[src/rtl/ov7670_dvp_source.sv]
// OV7670-style DVP transmitter: emits vsync, href and byte-serial RGB565 test
// patterns with the camera's frame timing, one byte per clk (pclk) cycle.
module ov7670_dvp_source #(
  parameter int H_ACTIVE    = 320,
  parameter int V_ACTIVE    = 240,
  parameter int H_BLANK     = 144,
  parameter int VSYNC_LINES = 3,
  parameter int V_BACK      = 17,
  parameter int V_FRONT     = 10
) (
  input  logic        clk,
  input  logic        rst_n,
  input  logic        start,
  input  logic [1:0]  pattern_sel,
  input  logic [15:0] solid_rgb,
  output logic        vsync,
  output logic        href,
  output logic [7:0]  p_data,
  output logic        frame_done,
  output logic        busy,
  output logic [15:0] frame_count
);

  localparam int LINE_LEN = 2 * H_ACTIVE + H_BLANK;
  localparam int COL_W    = $clog2(LINE_LEN);
  localparam int LINE_W   = $clog2(VSYNC_LINES + V_BACK + V_ACTIVE + V_FRONT + 1);
  localparam int BAR_W    = H_ACTIVE / 8;
  localparam logic [COL_W-1:0] COL_LAST = COL_W'(LINE_LEN - 1);
  localparam logic [COL_W-1:0] HREF_END = COL_W'(2 * H_ACTIVE);

  typedef enum logic [2:0] {IDLE, VSYNC, VBACK, ACTIVE, VFRONT} state_e;

  state_e             state_q, state_d;
  logic [COL_W-1:0]   col_q, col_d;
  logic [LINE_W-1:0]  line_q, line_d;
  logic [1:0]         patSel_q, patSel_d;
  logic [15:0]        solid_q, solid_d;
  logic [15:0]        pixIdx_q, pixIdx_d;
  logic               vsync_q, vsync_d;
  logic               href_q, href_d;
  logic [7:0]         pData_q, pData_d;
  logic               frameDone_q, frameDone_d;
  logic               busy_q, busy_d;
  logic [15:0]        frameCount_q, frameCount_d;

  logic               lineEnd;
  logic               enterFrame;
  logic [15:0]        xPos;
  logic [4:0]         xHi;
  logic [5:0]         yHi;
  logic [2:0]         bar;
  logic [15:0]        pix;

  // Next position first, then every output is derived from that position so
  // the registered outputs line up exactly with the counters they describe.
  always_comb begin
    state_d      = state_q;
    col_d        = col_q;
    line_d       = line_q;
    patSel_d     = patSel_q;
    solid_d      = solid_q;
    pixIdx_d     = pixIdx_q;
    enterFrame   = 1'b0;
    lineEnd      = (col_q == COL_LAST);

    if (state_q != IDLE) begin
      col_d  = lineEnd ? '0 : col_q + COL_W'(1);
      line_d = lineEnd ? line_q + LINE_W'(1) : line_q;
    end

    case (state_q)
      IDLE:   if (start) enterFrame = 1'b1;
      VSYNC:  if (lineEnd && line_q == LINE_W'(VSYNC_LINES - 1)) begin
                state_d = VBACK;
                line_d  = '0;
              end
      VBACK:  if (lineEnd && line_q == LINE_W'(V_BACK - 1)) begin
                state_d = ACTIVE;
                line_d  = '0;
              end
      ACTIVE: if (lineEnd && line_q == LINE_W'(V_ACTIVE - 1)) begin
                state_d = VFRONT;
                line_d  = '0;
              end
      VFRONT: if (lineEnd && line_q == LINE_W'(V_FRONT - 1)) begin
                line_d  = '0;
                if (start) enterFrame = 1'b1;
                else       state_d    = IDLE;
              end
      default: state_d = IDLE;
    endcase

    // Pattern controls are captured only here so mid-frame changes wait a frame.
    if (enterFrame) begin
      state_d  = VSYNC;
      col_d    = '0;
      line_d   = '0;
      patSel_d = pattern_sel;
      solid_d  = solid_rgb;
      pixIdx_d = '0;
    end

    xPos = 16'(col_d >> 1);
    xHi  = 5'(col_d >> 4);
    yHi  = 6'(line_d >> 2);
    bar  = 3'(xPos / 16'(BAR_W));

    case (patSel_q)
      2'd0: case (bar)
              3'd0:    pix = 16'hFFFF;
              3'd1:    pix = 16'hFFE0;
              3'd2:    pix = 16'h07FF;
              3'd3:    pix = 16'h07E0;
              3'd4:    pix = 16'hF81F;
              3'd5:    pix = 16'hF800;
              3'd6:    pix = 16'h001F;
              default: pix = 16'h0000;
            endcase
      2'd1:    pix = {xHi, yHi, xHi};
      2'd2:    pix = pixIdx_q;
      default: pix = solid_q;
    endcase

    vsync_d      = (state_d == VSYNC);
    href_d       = (state_d == ACTIVE) && (col_d < HREF_END);
    busy_d       = (state_d != IDLE);
    frameDone_d  = (state_d == VFRONT) && (col_d == COL_LAST) &&
                   (line_d == LINE_W'(V_FRONT - 1));
    frameCount_d = frameCount_q + {15'd0, frameDone_d};
    pData_d      = href_d ? (col_d[0] ? pix[7:0] : pix[15:8]) : 8'h00;

    // The running index advances after the low byte of each pixel.
    if (href_d && col_d[0]) pixIdx_d = pixIdx_q + 16'd1;
  end

  always_ff @(posedge clk) begin
    if (!rst_n) begin
      state_q      <= IDLE;
      col_q        <= '0;
      line_q       <= '0;
      patSel_q     <= '0;
      solid_q      <= '0;
      pixIdx_q     <= '0;
      vsync_q      <= 1'b0;
      href_q       <= 1'b0;
      pData_q      <= '0;
      frameDone_q  <= 1'b0;
      busy_q       <= 1'b0;
      frameCount_q <= '0;
    end else begin
      state_q      <= state_d;
      col_q        <= col_d;
      line_q       <= line_d;
      patSel_q     <= patSel_d;
      solid_q      <= solid_d;
      pixIdx_q     <= pixIdx_d;
      vsync_q      <= vsync_d;
      href_q       <= href_d;
      pData_q      <= pData_d;
      frameDone_q  <= frameDone_d;
      busy_q       <= busy_d;
      frameCount_q <= frameCount_d;
    end
  end

  assign vsync       = vsync_q;
  assign href        = href_q;
  assign p_data      = pData_q;
  assign frame_done  = frameDone_q;
  assign busy        = busy_q;
  assign frame_count = frameCount_q;

endmodule
[config.mk]
export PLATFORM = sky130hd
export DESIGN_NAME = ov7670_dvp_source
export DESIGN_NICKNAME = d
export VERILOG_FILES = /design/src/rtl/ov7670_dvp_source.sv
export SDC_FILE = /design/constraint.sdc
export NUM_CORES = 1
export LEC_CHECK = 0
export CAP_MARGIN = 20
export CORE_AREA = 2 2 103 105
export DETAILED_ROUTE_END_ITERATION = 10
export DIE_AREA = 0 0 105 107
export HOLD_SLACK_MARGIN = 0.06
export PLACE_DENSITY = 0.72
export SLEW_MARGIN = 10
export SYNTH_ARGS = -nofsm -noshare
export SYNTH_HDL_FRONTEND = slang
export SYNTH_SLANG_ARGS = --single-unit
[constraint.sdc]
create_clock -name clk -period 4.8 [get_ports clk]
set_input_delay 1.44 -clock clk [delete_from_list [all_inputs] [get_ports clk]]
set_output_delay 1.44 -clock clk [all_outputs]
set_load 0.02 [all_outputs]
==> results.md, run 1 <==
Worst setup path:
- The capture point of the worst path is frame_count[13].
- In this design, the stage delay of the slowest critical-path cell is 0.57 ns.
- Walking the worst path, the cells encountered are clkdlybuf4s50_1 -> or4b_1 -> o211ai_1 -> o21ai_0 -> nor2_1 -> nand3_1 -> nor4_1 -> ha_1 -> and3_1 -> nand4_1 -> xnor2_1 -> and2_1.
- Data on the critical path is required at its endpoint by 5.06 ns.
- The worst reg-to-reg path cell count is 13.
- The launch instance of the worst register-to-register path is col_q[0].
- The setup check on the worst reg-to-reg path leaves a slack of 0.42 ns.
- Data on the critical path arrives at its endpoint at 4.80 ns.
- The largest fanout on the critical path is 7.
- The critical path's slowest cell is nor4_1.
- In this run the critical register-to-register path is captured at frame_count[13].
- The endpoint type of the worst setup path is a flip-flop.
- The critical path startpoint category is an input pin.
- The worst setup path is of the input pin to flip-flop kind.
- The startpoint of the worst setup timing path is start.

Power and ir drop:
- The leakage power summed over all cells is 0.002050 µW.
- Internal power comes to 951.5 µW.
- Sequential cells burn 54.5% of the power.
- The switching power summed over all nets is 372.9 µW.
- The clock group share of total power is 35.7%.
- The power per standard cell area is 226.6 nW/µm².
- In this run switching power makes up 28.16% of total power.
- The maximum vdd ir drop is 149.7 µV.
- Total power for the finished layout comes to 1324 µW.
- Of the total power, combinational logic draws 9.8%.

Synthesis:
- The cell count after synthesis is 641.
- The Yosys step of the flow raised 0 warnings.
- In this run, synthesis produced a sequential element count of 84.
- Summing the sequential cell areas from Yosys gives 32.80% of the chip area.
- The average cell area after synthesis is 7.997 µm².
- The fraction of registers with async set/reset is 0%.
- The top cell type by area accounts for 32.80% of the synthesized area.
- The cell taking the most area after synthesis is dfxtp_1.
- The number of different library cells used by synthesis comes to 75.
- The net count after synthesis is 670.
- The number of synthesized flops with an enable pin is 0.
- The cell area that synthesis handed to floorplanning was 5126 µm².
- After synthesis, the cell types taking the most area are dfxtp_1 (33%), nand2_1 (5.6%), xnor2_1 (5.3%).
- The commonest register cell after synthesis is dfxtp_1.

Placed design:
- The count of port buffers added during placement is 48.
- The wire-length estimate of the detail-placed layout is 9.878 mm.
- The routability congestion estimate is 0.9474.
- The number of placed instances with taps included is 793.

STA:
- The maximum frequency from static timing analysis is 220.6 MHz.
- Setup total negative slack on the finished layout was measured at 0 ns.
- The share of the clock period used by the worst path after layout is 94.42%.
- Setup violations remaining at the end of the flow were counted as 0.
- In this run the tightest slew margin relative to its limit is 26.51%.
- The final number of max-transition violations is 0.
- Hold timing on the final database bottoms out at a slack of 0.4670 ns.
- Setup repair after global routing left no endpoint under its margin.
- At the pin with the least slew margin, the transition time is 1.096 ns.
- The clock period could shrink to 4.532 ns.
- The number of hold-slack violations in the final timing report is 0.
- On the final layout, the worst clock skew is 0.01485 ns.

Detailed routing:
- Dividing the detail-routed via count by the number of cells gives 6.059.
- The total vias in the final route is 4896.
- The detailed-router iteration count before antenna repair is 5.
- The routed wire length per instance is 17.05 µm.
- The DRC violations left is 0.
- After detailed routing, the total wire length is 13.78 mm.
- In this run the remaining antenna-violating nets after routing total 0.
- The number of design-rule violations left by the first detailed-router iteration is 389.

Clock tree:
- TritonCTS built the clock tree.
- The buffers inserted during post-CTS setup optimization is 0.
- The number of instances resized during post-cts repair is 0.
- The post-CTS clock slew at the launch and capture registers of the worst setup and hold paths is 0.09 ns.
- The H-tree was split into 3 levels.
- After clock tree synthesis, the flow added hold-fix buffers numbering 0.
- The clock drives 84 sinks.
- The largest buffer count on any clock path is 2.
- CTS placed an instance of clkbuf_8 at the clock tree root.
- Clock latency on the worst-skew pair, taken at its later pin, is 0.36 ns.
- Clock tree synthesis inserted a total of 9 buffers.

Die:
- The floorplan step defined a core boundary enclosing 10090 µm².
- The placement row count is 37.
- From left edge to right edge, the die measures 105 µm.
- For this configuration, the core starts out at a cell density of 50.79%.
- In this run the vertical extent of the chip is 107 µm.
- The die covers 11240 µm².
- For this design the top-level I/O count stands at 49.

Global route:
- The initial antenna violation count came to 0.
- For this run the aggregate overflow at the end of global routing stands at 0.
- The maximum number of pins on one net before global-route repair is 66.
- Global routing consumed, over all layers together, 25.12% of the routing resources.
- The number of global-route vias before repair is 4595.
- The global-route wire length before repair is 23.07 mm.

Run status:
- The flow ran to the end, and the final reports show no timing, DRC or antenna violations.

Min path:
- The worst hold path begins at solid_q[13].
- The worst hold path belongs to the class flip-flop to flip-flop.

Finish:
- Of the cells placed in the final design, the portion with a size suffix greater than 1 is 6.994%.
- The area taken by multi-input logic gates is 3202 µm².
- The number of antenna diodes in the final layout is 0.
- The layout filler cell count is 949.
- The final layout contains 697 nets.
- Registers take 1682 µm².
- The number of standard cells in the layout, taps in and fillers out is 808.
- The growth of design area from synthesis to finish is 14.01%.
- Measured on the finished design, the core utilization comes to 57.91%.

Run:
- Max-cap violations in this run came to 0.
[area by class of cell]
class                      instances  share of cell area [%]
multi-input combinational        499                   54.78
timing repair buffer              60                   9.677
clock buffer                       9                   2.119
tap                              136                   2.912
clock inverter                     6                  0.8349
inverter                          14                  0.8992
sequential                        84                   28.77
[metal layers]
metal	vias up	global-route usage (%)	share of wire, %
met4	0	7.048	1.8
met3	31	3.161	5.9
li1	2366	-	-
met5	-	0	0
met2	185	43.04	48
met1	2314	33.26	44
[Yosys cell counts, types with 4 or more instances]
| master | instances |
|---|---|
| nor3_1 | 17 |
| buf_2 | 9 |
| and2_1 | 25 |
| o31ai_1 | 7 |
| nand2b_1 | 5 |
| a211oi_1 | 5 |
| or3b_1 | 8 |
| a221oi_1 | 5 |
| a21boi_1 | 8 |
| nand2_1 | 77 |
| and3_1 | 26 |
| a21oi_1 | 18 |
| o22ai_1 | 4 |
| or3_1 | 7 |
| nor4_2 | 4 |
| nor2_1 | 50 |
| nand3_1 | 28 |
| o21ai_0 | 30 |
| a31oi_1 | 12 |
| xnor2_1 | 31 |
| inv_1 | 13 |
| dfxtp_1 | 84 |
| nor4_1 | 8 |
| buf_1 | 4 |
| a21boi_0 | 22 |
| o211ai_1 | 5 |
| nor2b_1 | 13 |
| ha_1 | 8 |
| clkbuf_1 | 26 |
| a2111oi_0 | 4 |
| xor2_1 | 7 |
| nand4_1 | 8 |
[flip-flops by register name, summed over array words and instances, names as in the netlist]
name,flops
frame_count,16
pixIdx_q,16
solid_q,16
col_q,10
line_q,9
p_data,8
state_q,3
patSel_q,2
busy,1
frame_done,1
href,1
vsync,1
[metrics by stage]
step	setup WS, ns	cell area (µm²)
2_1_floorplan	0.8916	5126
3_3_place_gp	0.1628	5672
3_5_place_dp	0.03979	5672
4_1_cts	0.3618	5844
5_1_grt	0.02402	5844
6_report	0.2677	5844
[layout by cell type (no fill, tap or decap), drive strengths merged, types with 8 or more instances in the layout]
cell type	count
dfxtp	84
nand2	77
buf	13
a21oi	18
o21ai	32
clkbuf	9
nor4	13
and2	25
xnor2	31
nor3	19
a31oi	12
and3	26
inv	16
nor2	50
a21boi	30
clkdlybuf4s50	47
nor2b	13
nand3	28
or3b	8
nand4	10
ha	8
[critical path, delay by kind of cell]
kind	cells	cell delay (ns)
adder cells (fa/ha/maj)	1	0.27
AND/OR/NAND/NOR	7	2.15
XOR/XNOR	1	0.15
AO/OA/AOI/OAI	2	0.30
buffers and inverters	1	0.50
[how the worst min path moves through the flow]
stage	endpoint	slack [ns]	depth (start not counted)
2_1_floorplan	solid_q[9]	0.44	2
3_3_place_gp	solid_q[0]	0.45	2
3_5_place_dp	solid_q[13]	0.46	2
4_1_cts	solid_q[0]	0.47	2
5_1_grt	solid_q[12]	0.50	2
6_report	solid_q[13]	0.47	2
[power groups by stage]
stage	Sequential, µW	Clock (µW)	Combinational, µW
2_1_floorplan	734	0	86.8
3_3_place_gp	738	0	127
3_5_place_dp	738	0	128
4_1_cts	722	479	129
5_1_grt	724	513	142
6_report	722	473	130
[logic make-up after synthesis]
group	count (synthesis)	share of synthesized area, %
AOI/OAI and AO/OA	148	20.58
and+or+nand+nor	300	32.05
adders and majority gates	8	1.953
xor gates and xnor gates	38	6.493
DFF	84	32.80
buffers and inverters	58	4.881
muxes	5	1.245
Note: power is estimated with default switching activity, not from simulation.
==> inputs of run 2 (changes only) <==
--- a/config.mk
+++ b/config.mk
@@ -11,7 +11,7 @@
 export DIE_AREA = 0 0 105 107
 export HOLD_SLACK_MARGIN = 0.06
 export PLACE_DENSITY = 0.72
-export SLEW_MARGIN = 10
+export SLEW_MARGIN = 20
 export SYNTH_ARGS = -nofsm -noshare
 export SYNTH_HDL_FRONTEND = slang
 export SYNTH_SLANG_ARGS = --single-unit
==> constraint.sdc (replaced) <==
create_clock -name clk -period 4.8 [get_ports clk]
set_input_delay 0.72 -clock clk [delete_from_list [all_inputs] [get_ports clk]]
set_output_delay 0.72 -clock clk [all_outputs]
set_load 0.02 [all_outputs]
==> results.md, run 2 (same netlist as run 1, synthesis figures left out) <==
STA:
- The total of endpoints with negative setup slack in the final report came to 0 (unchanged).
- The clock period minus final worst setup slack was 4.045 ns (was 4.532 ns).
- Setup repair after global routing missed its margin: no (unchanged).
- The slew of the pin with the lowest slew margin came to 0.9843 ns (was 1.096 ns).
- The share of the clock period used by the worst path after layout is 84.28% (was 94.42%).
- The worst slew slack as a fraction of its limit was 33.82% (was 26.51%).
- The number of hold-slack violations in the final timing report is 0 (unchanged).
- The maximum frequency from static timing analysis is 247.2 MHz (was 220.6 MHz).
- The accumulated negative setup slack was 0 ns (unchanged).
- The final number of max-transition violations was 0 (unchanged).
- The clock tree skew after final layout is 0.01129 ns (was 0.01485 ns).

Worst setup path:
- The buffering stage count on the worst path with inverters included is 0 (was 1).
- The worst reg2reg path endpoint is frame_count[13] (unchanged).
- The worst reg-to-reg path cell count is 13 (unchanged).
- The register-to-register setup slack is 0.75 ns (was 0.42 ns).
- The critical path required time is 5.06 ns (about the same).
- The type of the worst setup path is flip-flop to flip-flop (was input pin to flip-flop).
- The longest individual stage delay on the worst path is 0.51 ns (was 0.57 ns).
- Cells along the critical path: ha_1 -> nand3_1 -> or3_1 -> o32ai_1 -> a211oi_1 -> nand2_1 -> a31oi_1 -> nor4_1 -> ha_1 -> and3_1 -> nand4_1 -> xnor2_1 -> and2_1 (was clkdlybuf4s50_1 -> or4b_1 -> o211ai_1 -> o21ai_0 -> nor2_1 -> nand3_1 -> nor4_1 -> ha_1 -> and3_1 -> nand4_1 -> xnor2_1 -> and2_1).
- The launch instance of the worst register-to-register path is col_q[0] (unchanged).
- The endpoint type of the worst setup path is a flip-flop (unchanged).
- The largest delay contributor family on the critical path was simple AND/OR/NAND/NOR gates (unchanged).
- The critical path startpoint category is a flip-flop (was input pin).
- The arrival time at the worst endpoint is 4.30 ns (was 4.80 ns).
- The largest fanout on the critical path is 10 (was 7).
- The critical path's slowest cell is dfxtp_1 (was nor4_1).
- The most prevalent standard cell on the critical path is ha_1.

Clock tree:
- The number of CTS-inserted buffers came to 9 (unchanged).
- The master cell of the clock root buffer is clkbuf_8 (unchanged).
- The clock tree from TritonCTS is done (unchanged).
- The number of instances resized during post-cts repair was 0 (unchanged).
- The clock latency reported for the late side of the worst-skew pair is 0.36 ns (about the same).
- The buffers inserted during post-CTS setup optimization came to 0 (unchanged).
- The number of H-tree levels is 3 (unchanged).
- The post-CTS clock slew at the launch and capture registers of the worst setup and hold paths came to 0.09 ns (about the same).
- The clock sink count was 84 (unchanged).
- The largest buffer count on any clock path is 2 (unchanged).
- The hold buffer count at cts is 0 (unchanged).

Global route:
- The number of global-route vias before repair is 4471 (was 4595).
- The remaining global-route overflow is 0 (unchanged).
- The global-route wire length before repair came to 22.60 mm (was 23.07 mm).
- The initial antenna violation count is 0 (unchanged).
- The total track usage is 24.87% (was 25.12%).
- The maximum number of pins on one net before global-route repair was 67 (was 66).

Min path:
- The worst min-delay path class was flip-flop to flip-flop (unchanged).
- The number of cells on the worst hold path is 2 (unchanged).
- The end point of the most critical hold path is solid_q[4] (was solid_q[13]).
- The hold path startpoint is solid_q[4] (was solid_q[13]).

Run:
- The count of max-cap constraint violations is 0 (unchanged).

Power and ir drop:
- The maximum vdd ir drop is 204.4 µV (was 149.7 µV).
- The leakage power summed over all cells is 0.002031 µW (was 0.002050 µW).
- The power per standard cell area came to 227.0 nW/µm² (was 226.6 nW/µm²).

Detailed routing:
- The routed wire length per instance is 16.93 µm (was 17.05 µm).
- The detailed-router iteration count before antenna repair is 5 (unchanged).
- The number of vias per cell after detailed routing came to 6.037 (was 6.059).
- The DRC violations left is 0 (unchanged).
- The total vias in the final route is 4854 (was 4896).
- The number of design-rule violations left by the first detailed-router iteration is 547 (was 389).
- The number of nets with antenna violations after detailed routing is 0 (unchanged).
- The final wirelength came to 13.61 mm (was 13.78 mm).

Finish:
- The share of final-layout standard cells stronger than drive strength 1 came to 6.287% (was 6.994%).
- The antenna diode count is 0 (unchanged).
- Commonest non-fill, non-tap cells in the layout: dfxtp_1 (84), nand2_1 (77), nor2_1 (50) (unchanged).
- The area taken by multi-input logic gates is 3202 µm² (unchanged).
- The number of nets in the final layout is 692 (was 697).
- The layout filler cell count is 991 (was 949).
- The utilization after layout came to 57.57% (was 57.91%).
- The commonest non-fill, non-tap cell in the layout is dfxtp_1 (unchanged).
- The growth of design area from synthesis to finish came to 13.35% (was 14.01%).
- The register area is 1682 µm² (unchanged).

Placed design:
- The estimated wirelength of the detail-placed design is 9.751 mm (was 9.878 mm).
- The routability congestion estimate came to 0.9230 (was 0.9474).
- The count of port buffers added during placement was 48 (unchanged).

Die:
- The height of the die is 107 µm (unchanged).
- The core region area came to 10090 µm² (unchanged).
- The placement row count is 37 (unchanged).
- The floorplan die width is 105 µm (unchanged).
- The die area is 11240 µm² (unchanged).
- The number of ports placed on the die boundary came to 49 (unchanged).
- The starting density of the core is 50.79% (unchanged).

Run status:
- Outcome: finished, final reports clean (unchanged).
==> run 2: layer usage <==
layer / vias to the layer above / share of wire, % / global-route usage, %
li1: 2363 / - / -
met4: 0 / 3.0 / 10.00
met1: 2250 / 43 / 32.53
met3: 34 / 7.3 / 4.255
met5: - / 0 / 0
met2: 207 / 47 / 40.82
==> run 2: report_power, final <==
group | switching (µW) | total, µW | leakage [µW] | internal [µW]
combinational | 79.0 | 130 | 0.00126 | 50.7
clock | 264 | 467 | 0.0000897 | 203
sequential | 13.1 | 722 | 0.000680 | 709
total | 356 | 1320 | 0.00203 | 963
==> run 2: tightest hold or removal path: cells and delay by family (launching register included) <==
family / cells / cell delay, ns
flip-flops: 1 / 0.32
AO/OA/AOI/OAI: 1 / 0.06
AND/OR/NAND/NOR: 1 / 0.05
==> run 2: cell type report <==
type	instances	share of cell area, %
clock buffer	11	2.433
clock inverter	5	0.6029
inverter	14	0.9044
multi-input combinational	499	55.10
sequential	84	28.94
tap	136	2.929
timing repair buffer	55	9.087
==> run 2: worst max-delay path by stage <==
stage              from         endpoint  slack, ns  cells past startpoint
2_1_floorplan  col_q[0]  frame_count[13]       1.20                     15
3_3_place_gp      start  frame_count[13]       0.75                     12
3_5_place_dp      start  frame_count[13]       0.63                     12
4_1_cts        col_q[0]  frame_count[13]       0.84                     13
5_1_grt        col_q[0]  frame_count[13]       0.27                     13
6_report       col_q[0]  frame_count[13]       0.75                     13
==> run 2: stage by stage <==
stage	cell area, µm²	worst slack [ns]	total power [µW]	hold WS [ns]	std cells
final	5811	0.7546	1319	0.4695	804
after global placement	5634	0.7510	863.6	0.4544	788
after CTS	5811	0.8372	1328	0.4727	804
after global routing	5811	0.2687	1368	0.4891	804
after detailed placement	5634	0.6287	865.3	0.4589	788
after floorplan	5126	1.203	820.5	0.4390	641
